[config.mk]
export PLATFORM = sky130hd
export DESIGN_NAME = hdlc_rx_deframer
export DESIGN_NICKNAME = d
export VERILOG_FILES = /design/src/rtl/hdlc_pkg.sv /design/src/rtl/hdlc_crc16.sv /design/src/rtl/hdlc_rx_deframer.sv
export SDC_FILE = /design/constraint.sdc
export NUM_CORES = 1
export LEC_CHECK = 0
export ABC_AREA = 0
export BUFFER_PORTS_ARGS = -buffer_cell sky130_fd_sc_hd__buf_2
export CAP_MARGIN = 0
export CORE_UTILIZATION = 40
export DETAILED_ROUTE_END_ITERATION = 12
export PLACE_DENSITY = 0.68
export RECOVER_POWER = 50
export SETUP_SLACK_MARGIN = 0.02
export SLEW_MARGIN = 20
export SYNTH_ARGS = -nofsm -noshare
export SYNTH_HDL_FRONTEND = slang
export SYNTH_HIERARCHICAL = 1
export SYNTH_SLANG_ARGS = --single-unit
export TNS_END_PERCENT = 10
[constraint.sdc]
create_clock -name Clk -period 1.7 [get_ports Clk]
set_input_delay 0.085 -clock Clk [delete_from_list [all_inputs] [get_ports Clk]]
set_output_delay 0.085 -clock Clk [all_outputs]
set_load 0.02 [all_outputs]
[src/rtl/hdlc_pkg.sv]
// Shared constants, receive FSM state type and the serial CRC step for the HDLC receive path.
package hdlc_pkg;

  localparam logic [7:0]  FLAG        = 8'h7E;
  localparam int          ABORT_ONES  = 7;
  // Eight-sample window (oldest bit in [0]) holding a 0 followed by ABORT_ONES 1s.
  localparam logic [7:0]  ABORT_PAT   = {{ABORT_ONES{1'b1}}, 1'b0};
  localparam logic [15:0] CRC_POLY    = 16'h1021;
  localparam logic [15:0] CRC_INIT    = 16'h0000;
  localparam logic [15:0] CRC_RESIDUE = 16'h0000;

  typedef enum logic {
    IDLE  = 1'b0,
    FRAME = 1'b1
  } rx_state_t;

  function automatic logic [15:0] crc16_step(input logic [15:0] crc, input logic b);
    logic fb;
    fb = crc[15] ^ b;
    return {crc[14:0], 1'b0} ^ (fb ? CRC_POLY : 16'h0000);
  endfunction

endpackage

[src/rtl/hdlc_crc16.sv]
// Bit-serial CRC-16 register with enable and synchronous clear.
module hdlc_crc16
  import hdlc_pkg::*;
(
  input  logic        clk_i,
  input  logic        rst_ni,
  input  logic        en_i,
  input  logic        clr_i,
  input  logic        bit_i,
  output logic [15:0] crc_o
);

  logic [15:0] crc_q;
  logic [15:0] crc_d;

  always_comb begin
    crc_d = crc_q;
    if (clr_i)
      crc_d = CRC_INIT;
    else if (en_i)
      crc_d = crc16_step(crc_q, bit_i);
  end

  always_ff @(posedge clk_i) begin
    if (!rst_ni)
      crc_q <= CRC_INIT;
    else
      crc_q <= crc_d;
  end

  assign crc_o = crc_q;

endmodule

[src/rtl/hdlc_rx_deframer.sv]
// HDLC receive bit front end: flag/abort detection, zero removal, byte assembly.
// Optional FCS residue check and minimum-length check under HDLC_RX_FCS_CHECK_EN.
module hdlc_rx_deframer
  import hdlc_pkg::*;
(
  input  logic       Clk,
  input  logic       Rst,
  input  logic       Rx,
  input  logic       RxEN,
  output logic [7:0] Rx_Data,
  output logic       Rx_NewByte,
  output logic       Rx_FlagDetect,
  output logic       Rx_AbortDetect,
  output logic       Rx_ValidFrame,
  output logic       Rx_EoF,
  output logic       Rx_FrameError,
  output logic       Rx_FCSerr
);

  logic run_n;
  assign run_n = Rst & RxEN;

  // Sample window: newest bit enters at [7], the bit leaving at [0] is the data candidate.
  logic [7:0] win_q;
  logic [3:0] fill_q;

  always_ff @(posedge Clk) begin
    if (!run_n) begin
      win_q  <= '0;
      fill_q <= '0;
    end else begin
      win_q <= {Rx, win_q[7:1]};
      if (fill_q != 4'd8)
        fill_q <= fill_q + 4'd1;
    end
  end

  logic flag_b_q, abort_b_q, bit_b_q;

  always_ff @(posedge Clk) begin
    if (!run_n) begin
      flag_b_q  <= 1'b0;
      abort_b_q <= 1'b0;
      bit_b_q   <= 1'b0;
    end else begin
      flag_b_q  <= (fill_q == 4'd8) && (win_q == FLAG);
      abort_b_q <= (fill_q == 4'd8) && (win_q == ABORT_PAT);
      bit_b_q   <= win_q[0];
    end
  end

  rx_state_t  state_q;
  logic [2:0] skip_q, ones_q, bitcnt_q;
  logic       had_data_q;
  logic [7:0] asm_q, data_q;
  logic       flag_q, abort_q, nb_q, valid_q, eof_q, ferr_q;
  logic [7:0] asm_d;
  logic       data_bit_d;
  logic       frame_bad_d;

  always_comb begin
    asm_d      = {bit_b_q, asm_q[7:1]};
    data_bit_d = 1'b0;
    if (!flag_b_q && !abort_b_q && state_q == FRAME && skip_q == 3'd0)
      data_bit_d = !(ones_q == 3'd5 && !bit_b_q);
  end

`ifdef HDLC_RX_FCS_CHECK_EN
  logic [15:0] crc;
  logic [1:0]  bytes_q;
  logic        fcserr_q;

  hdlc_crc16 u_crc (
    .clk_i  (Clk),
    .rst_ni (run_n),
    .en_i   (data_bit_d),
    .clr_i  (flag_b_q | abort_b_q),
    .bit_i  (bit_b_q),
    .crc_o  (crc)
  );

  assign frame_bad_d = (bitcnt_q != 3'd0) || (bytes_q != 2'd2);
  assign Rx_FCSerr   = fcserr_q;
`else
  assign frame_bad_d = (bitcnt_q != 3'd0);
  assign Rx_FCSerr   = 1'b0;
`endif

  always_ff @(posedge Clk) begin
    if (!run_n) begin
      state_q    <= IDLE;
      skip_q     <= '0;
      ones_q     <= '0;
      bitcnt_q   <= '0;
      had_data_q <= 1'b0;
      asm_q      <= '0;
      data_q     <= '0;
      flag_q     <= 1'b0;
      abort_q    <= 1'b0;
      nb_q       <= 1'b0;
      valid_q    <= 1'b0;
      eof_q      <= 1'b0;
      ferr_q     <= 1'b0;
`ifdef HDLC_RX_FCS_CHECK_EN
      bytes_q    <= '0;
      fcserr_q   <= 1'b0;
`endif
    end else begin
      flag_q  <= flag_b_q;
      abort_q <= abort_b_q;
      nb_q    <= 1'b0;
      eof_q   <= 1'b0;
      ferr_q  <= 1'b0;
      // Lags the state by one cycle so it stays high during the abort pulse.
      valid_q <= (state_q == FRAME);
`ifdef HDLC_RX_FCS_CHECK_EN
      fcserr_q <= 1'b0;
`endif
      if (flag_b_q) begin
        if (state_q == FRAME && had_data_q) begin
          eof_q  <= 1'b1;
          ferr_q <= frame_bad_d;
`ifdef HDLC_RX_FCS_CHECK_EN
          fcserr_q <= (crc != CRC_RESIDUE);
`endif
        end
        state_q    <= FRAME;
        skip_q     <= 3'd7;
        ones_q     <= '0;
        bitcnt_q   <= '0;
        had_data_q <= 1'b0;
`ifdef HDLC_RX_FCS_CHECK_EN
        bytes_q    <= '0;
`endif
      end else if (abort_b_q) begin
        state_q    <= IDLE;
        skip_q     <= '0;
        ones_q     <= '0;
        bitcnt_q   <= '0;
        had_data_q <= 1'b0;
`ifdef HDLC_RX_FCS_CHECK_EN
        bytes_q    <= '0;
`endif
      end else if (state_q == FRAME) begin
        // Remaining flag bits drain out of the window before data starts.
        if (skip_q != 3'd0) begin
          skip_q <= skip_q - 3'd1;
        end else if (!data_bit_d) begin
          ones_q <= '0;
        end else begin
          asm_q      <= asm_d;
          bitcnt_q   <= bitcnt_q + 3'd1;
          had_data_q <= 1'b1;
          if (bit_b_q)
            ones_q <= (ones_q == 3'd5) ? ones_q : ones_q + 3'd1;
          else
            ones_q <= '0;
          if (bitcnt_q == 3'd7) begin
            data_q <= asm_d;
            nb_q   <= 1'b1;
`ifdef HDLC_RX_FCS_CHECK_EN
            if (bytes_q != 2'd2)
              bytes_q <= bytes_q + 2'd1;
`endif
          end
        end
      end
    end
  end

  assign Rx_Data        = data_q;
  assign Rx_NewByte     = nb_q;
  assign Rx_FlagDetect  = flag_q;
  assign Rx_AbortDetect = abort_q;
  assign Rx_ValidFrame  = valid_q;
  assign Rx_EoF         = eof_q;
  assign Rx_FrameError  = ferr_q;

endmodule

==> results of run 1 <==
-- stage by stage --
stage | total power (W) | std cells | setup WS, ns | utilization (%)
finish | 0.001745 | 257 | 0.1237 | 46.49
detailed placement | 0.001168 | 251 | 0.02962 | 45.11
global route | 0.001804 | 257 | 0.01180 | 46.49
global placement | 0.001167 | 251 | 0.04790 | 45.11
CTS | 0.001769 | 257 | 0.02040 | 46.78
floorplan | 0.001159 | 183 | 0.06620 | -
-- final timing paths --
check,start,to,cells after the start
hold reg to reg,win_q[7],flag_b_q,1
setup / recovery,skip_q[0],Rx_Data[6],7
hold / removal,Rx,win_q[7],2
setup reg to reg,skip_q[0],Rx_Data[6],7
-- placed cells by master (no fill, tap or decap), drive strengths merged, types with 4 or more instances in the layout --
master,instances
and3,10
o21ai,4
nand3,4
nand2,11
inv,12
ha,9
a21oi,8
dfxtp,47
buf,7
nor2,30
mux2i,18
clkbuf,23
-- sequential cells by signal (all words and copies together) (netlist names) --
signal	flops
asm_q	7
bit_b_q	1
abort_b_q	1
Rx_NewByte	1
ones_q	3
flag_b_q	1
skip_q	3
bitcnt_q	3
Rx_Data	8
Rx_EoF	1
fill_q	4
win_q	8
Rx_FrameError	1
Rx_FlagDetect	1
had_data_q	1
Rx_ValidFrame	1
state_q	1
Rx_AbortDetect	1
-- timing repair --
action,4_1_cts,5_1_grt
setup buffers,0,0
resized for setup,0,5
setup endpoints to repair,0,17
-- synth_stat cells, types with 2 or more instances --
master	n	share of area [%]
nor2b_1	2	0.69
o21ai_0	2	0.55
or3_1	3	1.0
and3_1	10	3.5
clkbuf_1	5	1.0
mux2i_1	18	10
nand2_1	11	2.3
nand3_1	4	1.1
ha_1	9	6.2
dfxtp_1	47	52
nor2_1	30	6.2
inv_1	12	2.5
a21oi_1	8	2.2
nor3_1	2	0.55
xnor2_1	3	1.5
-- worst reg2reg max path, cell delays in order (launching register included) --
cell      delay [ns]
dfxtp_1         0.33
inv_2           0.04
ha_1            0.19
ha_2            0.17
and4bb_2        0.27
o211ai_4        0.19
mux2i_1         0.24
nor2_1          0.05
-- power groups by stage --
stage | Combinational, W | Sequential [W] | Clock, W
CTS | 0.0000348 | 0.00111 | 0.000627
floorplan | 0.0000268 | 0.00113 | 0
global placement | 0.0000344 | 0.00113 | 0
detailed placement | 0.0000349 | 0.00113 | 0
global route | 0.0000390 | 0.00111 | 0.000657
finish | 0.0000341 | 0.00111 | 0.000604
-- per-layer routing --
metal  part of all wire [%]  global-route usage (%)  vias up
li1                       -                       -      648
met1                     50                   16.16      556
met2                     44                   18.88       13
met3                    3.3                   4.825        7
met4                    2.2                   6.803        0
met5                      0                       0        -
-- logic make-up after synthesis --
logic type,Yosys count,share of synthesized area (%)
xor+xnor,4,1.942
buf+inv,20,4.854
flops,47,52.15
simple gates,67,18.03
mux,19,10.61
fa+ha+maj,9,6.241
other cells,1,0.2078
compound gates,16,5.964
-- cell type report --
type / instances / area (um^2) / area share [%]
clock buffer: 6 / 72.57 / 3.585
inverter: 12 / 45.04 / 2.225
multi-input combinational: 116 / 788.3 / 38.94
sequential: 47 / 942.2 / 46.54
tap: 52 / 65.06 / 3.214
timing repair buffer: 24 / 111.4 / 5.501
==> metrics.cfg, run 1 <==
[outcome]
status = finished, final reports clean

[clock_tree]
clock-sinks = 47
numCtsBuffers = 5
clk_pin_slew_ns = 0.08
cts_root_buffer = clkbuf_8
htree_levels = 2
cts-hold-fix-buffers = 0
clockBufferDepth = 2
cts_tree = yes
clock_latency_ns = 0.29

[yosys]
netlist_area_mm2 = 0.001804
synth_edf_count = 0
ys_async_sr_fraction_pct = 0
synthDistinctLibCells = 32
synth_cells = 183
syn_nets = 196
ys_warn_count = 6
synth-main-ff-cell = dfxtp_1
ys_ff_latch = 47
syn-mean-instance-area_um2 = 9.859
seq_area_frac_synth_pct = 52.15

[worst_setup_path]
critPathRequiredTime_ns = 1.88
critPathBufInv = 1
cp-end-kind = flip-flop
crit_slowest_cell = dfxtp_1
path_delay_family = adder cells
slowest_delay_ns = 0.33
start_kind = flip-flop
ff2ff_setup_slack_ns = 0.12
path_cells = inv_2 -> ha_1 -> ha_2 -> and4bb_2 -> o211ai_4 -> mux2i_1 -> nor2_1
arrival_ns = 1.76
critPathKind = flip-flop to flip-flop
cp_max_fo = 8

[floorplan]
die_h_um = 69.16
dieArea_mm2 = 0.004783
rows = 24
ioPinCount = 19
initial_utilization_pct = 41.44
core_mm2 = 0.004354
die_w_um = 69.16

[routing]
viasPerCell = 4.763
antenna_left = 0
wl_per_cell_um = 11.07
drt_drc_violations_left = 0
vias = 1224
firstDrtPassIters = 4
wirelength_mm = 2.846
drtIter0Drc = 37

[pwr]
switchingPower_w = 0.0003579
combPwrFrac_pct = 2.0
p_per_area_mw_per_mm2 = 862.2
pwr-share-seq_pct = 63.4
switching_share_pct = 20.50
p_int_w = 0.001388
p_clk_share_pct = 34.6
p_leak_nw = 0.8684
ir_drop_mv = 0.4142

[finish]
syn_to_final_growth_pct = 12.21
fin_nets = 219
diodes = 0
drive_above_1_share_pct = 10.73
stdcell_area_mm2 = 0.002024
fillers = 424

[sta]
maxSlewViolCount = 0
finalSetupViolCount = 0
min_period_ns = 1.576
min_period_over_period_pct = 92.73
rsz0062_at_grt = true
fin_setup_tns_ns = 0
fin_hold_ws_ns = 0.02835
finClkSkew_ns = 0.005972
fmax_mhz = 634.4
hold_viol = 0

[worst_hold_path]
hold_class = input pin to flip-flop

[job]
maxCapViolCount = 0

[global_route]
track_usage_pct = 12.80
antenna_found_initial = 0
first_global_vias = 1081
grt_pass1_wl_mm = 4.795
grt_max_degree = 28
globalRouteOverflowTotal = 0

[placed_design]
dp_hpwl_mm = 1.977
io_buffers = 17
dpl_cell_area_mm2 = 0.001964
globalplace.congestion = 0.7262

Power figures use the tool's default switching activity.
==> run 2: changes to the inputs <==
- CORE_MARGIN: default -> 3
- SKIP_LAST_GASP: default -> 1
- SYNTH_HIERARCHICAL: 1 -> default
==> metrics.cfg, run 2 <==
[outcome]
status = finished, final reports clean

[sta]
finalSetupViolCount = 0
fmax_mhz = 626.5
rsz0062_at_grt = true
min_period_ns = 1.596
fin_hold_ws_ns = 0.03169
hold_viol = 0
min_period_over_period_pct = 93.90
fin_setup_tns_ns = 0
maxSlewViolCount = 0
finClkSkew_ns = 0.006998

[clock_tree]
htree_levels = 2
clk_pin_slew_ns = 0.08
clock-sinks = 47
clock_latency_ns = 0.30
numCtsBuffers = 5
cts_tree = yes
clockBufferDepth = 2
cts-hold-fix-buffers = 0
cts_root_buffer = clkbuf_8

[worst_setup_path]
crit_slowest_cell = dfxtp_1
slowest_delay_ns = 0.31
critPathKind = flip-flop to flip-flop
critPathRequiredTime_ns = 1.88
start_kind = flip-flop
path_delay_family = adder cells
r2r-end = Rx_Data[7]
critical_path_depth = 8
worst-r2r-cell-count = 8
critPathBufInv = 2
ff2ff_setup_slack_ns = 0.10
path_cells = inv_1 -> ha_1 -> ha_2 -> and4bb_4 -> o211ai_4 -> buf_4 -> nand2_1 -> a21oi_1
cp-end-kind = flip-flop
arrival_ns = 1.77
timing.rr.start = skip_q[0]
cp_max_fo = 8

[finish]
syn_to_final_growth_pct = 16.37
final_cells = 257
final_common_cell = dfxtp_1
fillers = 394
stdcell_area_mm2 = 0.002100
final_cell_mix = dfxtp_1 (47), nor2_1 (30), mux2i_1 (18), clkbuf_1 (18), inv_1 (12)
fin_nets = 220
drive_above_1_share_pct = 11.11
diodes = 0

[placed_design]
dpl_cell_area_mm2 = 0.001967
dp_hpwl_mm = 2.047
dp_cells = 248
globalplace.congestion = 0.7871
io_buffers = 17

[yosys]
ys_async_sr_fraction_pct = 0
synthDistinctLibCells = 32
synth-main-ff-cell = dfxtp_1
synth_edf_count = 0
netlist_top_cells_area = dfxtp_1 (52%), mux2i_1 (10%), ha_1 (6.2%), nor2_1 (6.2%), and3_1 (3.5%)
ys_warn_count = 0
netlist_area_mm2 = 0.001804
seq_area_frac_synth_pct = 52.15
synthTopCellsByCount = dfxtp_1 (47), nor2_1 (30), mux2i_1 (18)
syn-mean-instance-area_um2 = 9.859
synth.largest_area_cell = dfxtp_1
synth_most_common_cell = dfxtp_1
synth_cells = 183
ys_ff_latch = 47
syn_nets = 196
synth_top_area_share_pct = 52.15

[job]
maxCapViolCount = 0

[pwr]
p_leak_nw = 0.9070
p_per_area_mw_per_mm2 = 909.8
ir_drop_mv = 0.5447

[routing]
vias = 1248
antenna_left = 0
firstDrtPassIters = 4
wirelength_mm = 2.956
drtIter0Drc = 45
drt_drc_violations_left = 0
viasPerCell = 4.856
wl_per_cell_um = 11.50

[floorplan]
die_h_um = 73.16
rows = 23
core_mm2 = 0.004173
initial_utilization_pct = 43.24
dieArea_mm2 = 0.005352
ioPinCount = 19
die_w_um = 73.16

[global_route]
grt_max_degree = 28
grt_pass1_wl_mm = 5.064
first_global_vias = 1203
globalRouteOverflowTotal = 0
antenna_found_initial = 0
track_usage_pct = 12.47

[worst_hold_path]
hold_class = input pin to flip-flop
min_delay_worst_endpoint = win_q[7]
min-delay-start = Rx
holdPathStages = 2

==> run 2: worst max path at each step <==
stage,startpoint,to,slack (ns)
floorplan,skip_q[0],asm_q[2],0.07
global placement,skip_q[0],asm_q[5],0.09
detailed placement,skip_q[0],asm_q[6],0.05
CTS,skip_q[0],asm_q[5],0.03
global route,skip_q[0],Rx_Data[7],0.01
finish,skip_q[0],Rx_Data[7],0.10
==> run 2: cells by family (layout without fill, tap and decap cells) <==
logic type / Yosys count / in the layout / share of synthesized area, %
AND/OR/NAND/NOR: 67 / 67 / 18.03
flip-flops: 47 / 47 / 52.15
buffers and inverters: 20 / 44 / 4.854
multiplexers: 19 / 19 / 10.61
AO/OA/AOI/OAI: 16 / 16 / 5.964
adder cells (fa/ha/maj): 9 / 9 / 6.241
XOR/XNOR: 4 / 4 / 1.942
other: 1 / 1 / 0.2078
==> run 2: through the flow <==
step	setup WS, ns	utilization (%)	power, W
floorplan	0.06620	-	0.001159
detailed placement	0.04708	47.14	0.001168
CTS	0.02698	49.60	0.001935
global route	0.01373	50.31	0.001969
global placement	0.09465	47.14	0.001167
finish	0.1038	50.31	0.001910
==> run 2: cell type report <==
class                      instances  area [um^2]  share of cell area, %
sequential                        47        940.9                  44.82
tap                               50        62.56                  2.980
multi-input combinational        116        799.5                  38.08
inverter                          12        45.04                  2.145
clock inverter                     1        30.03                  1.430
timing repair buffer              25        148.9                  7.092
clock buffer                       6        72.57                  3.457
==> run 2: report_power, final <==
group          internal [W]  switching [W]
Clock              0.000431       0.000339
Combinational    0.00000947      0.0000245
Sequential          0.00110     0.00000318
Total               0.00154       0.000366
==> run 2: layer usage <==
layer	GRT usage, %	wire length, um	part of all wire (%)
met1	14.65	1347	46
met2	20.26	1434	49
met3	3.306	102	3.5
met4	7.377	72	2.4
met5	0	0	0
==> run 2: worst reg2reg max path, stage by stage, from the launching register on <==
cell      delay [ns]
dfxtp_1         0.31
inv_1           0.08
ha_1            0.17
ha_2            0.18
and4bb_4        0.29
o211ai_4        0.17
buf_4           0.19
nand2_1         0.05
a21oi_1         0.05
==> run 2: repair_timing <==
action	in CTS	in global routing
endpoints found under the hold margin	0	0
gates resized for setup	0	5
setup buffers	0	1
setup endpoints to repair	0	19
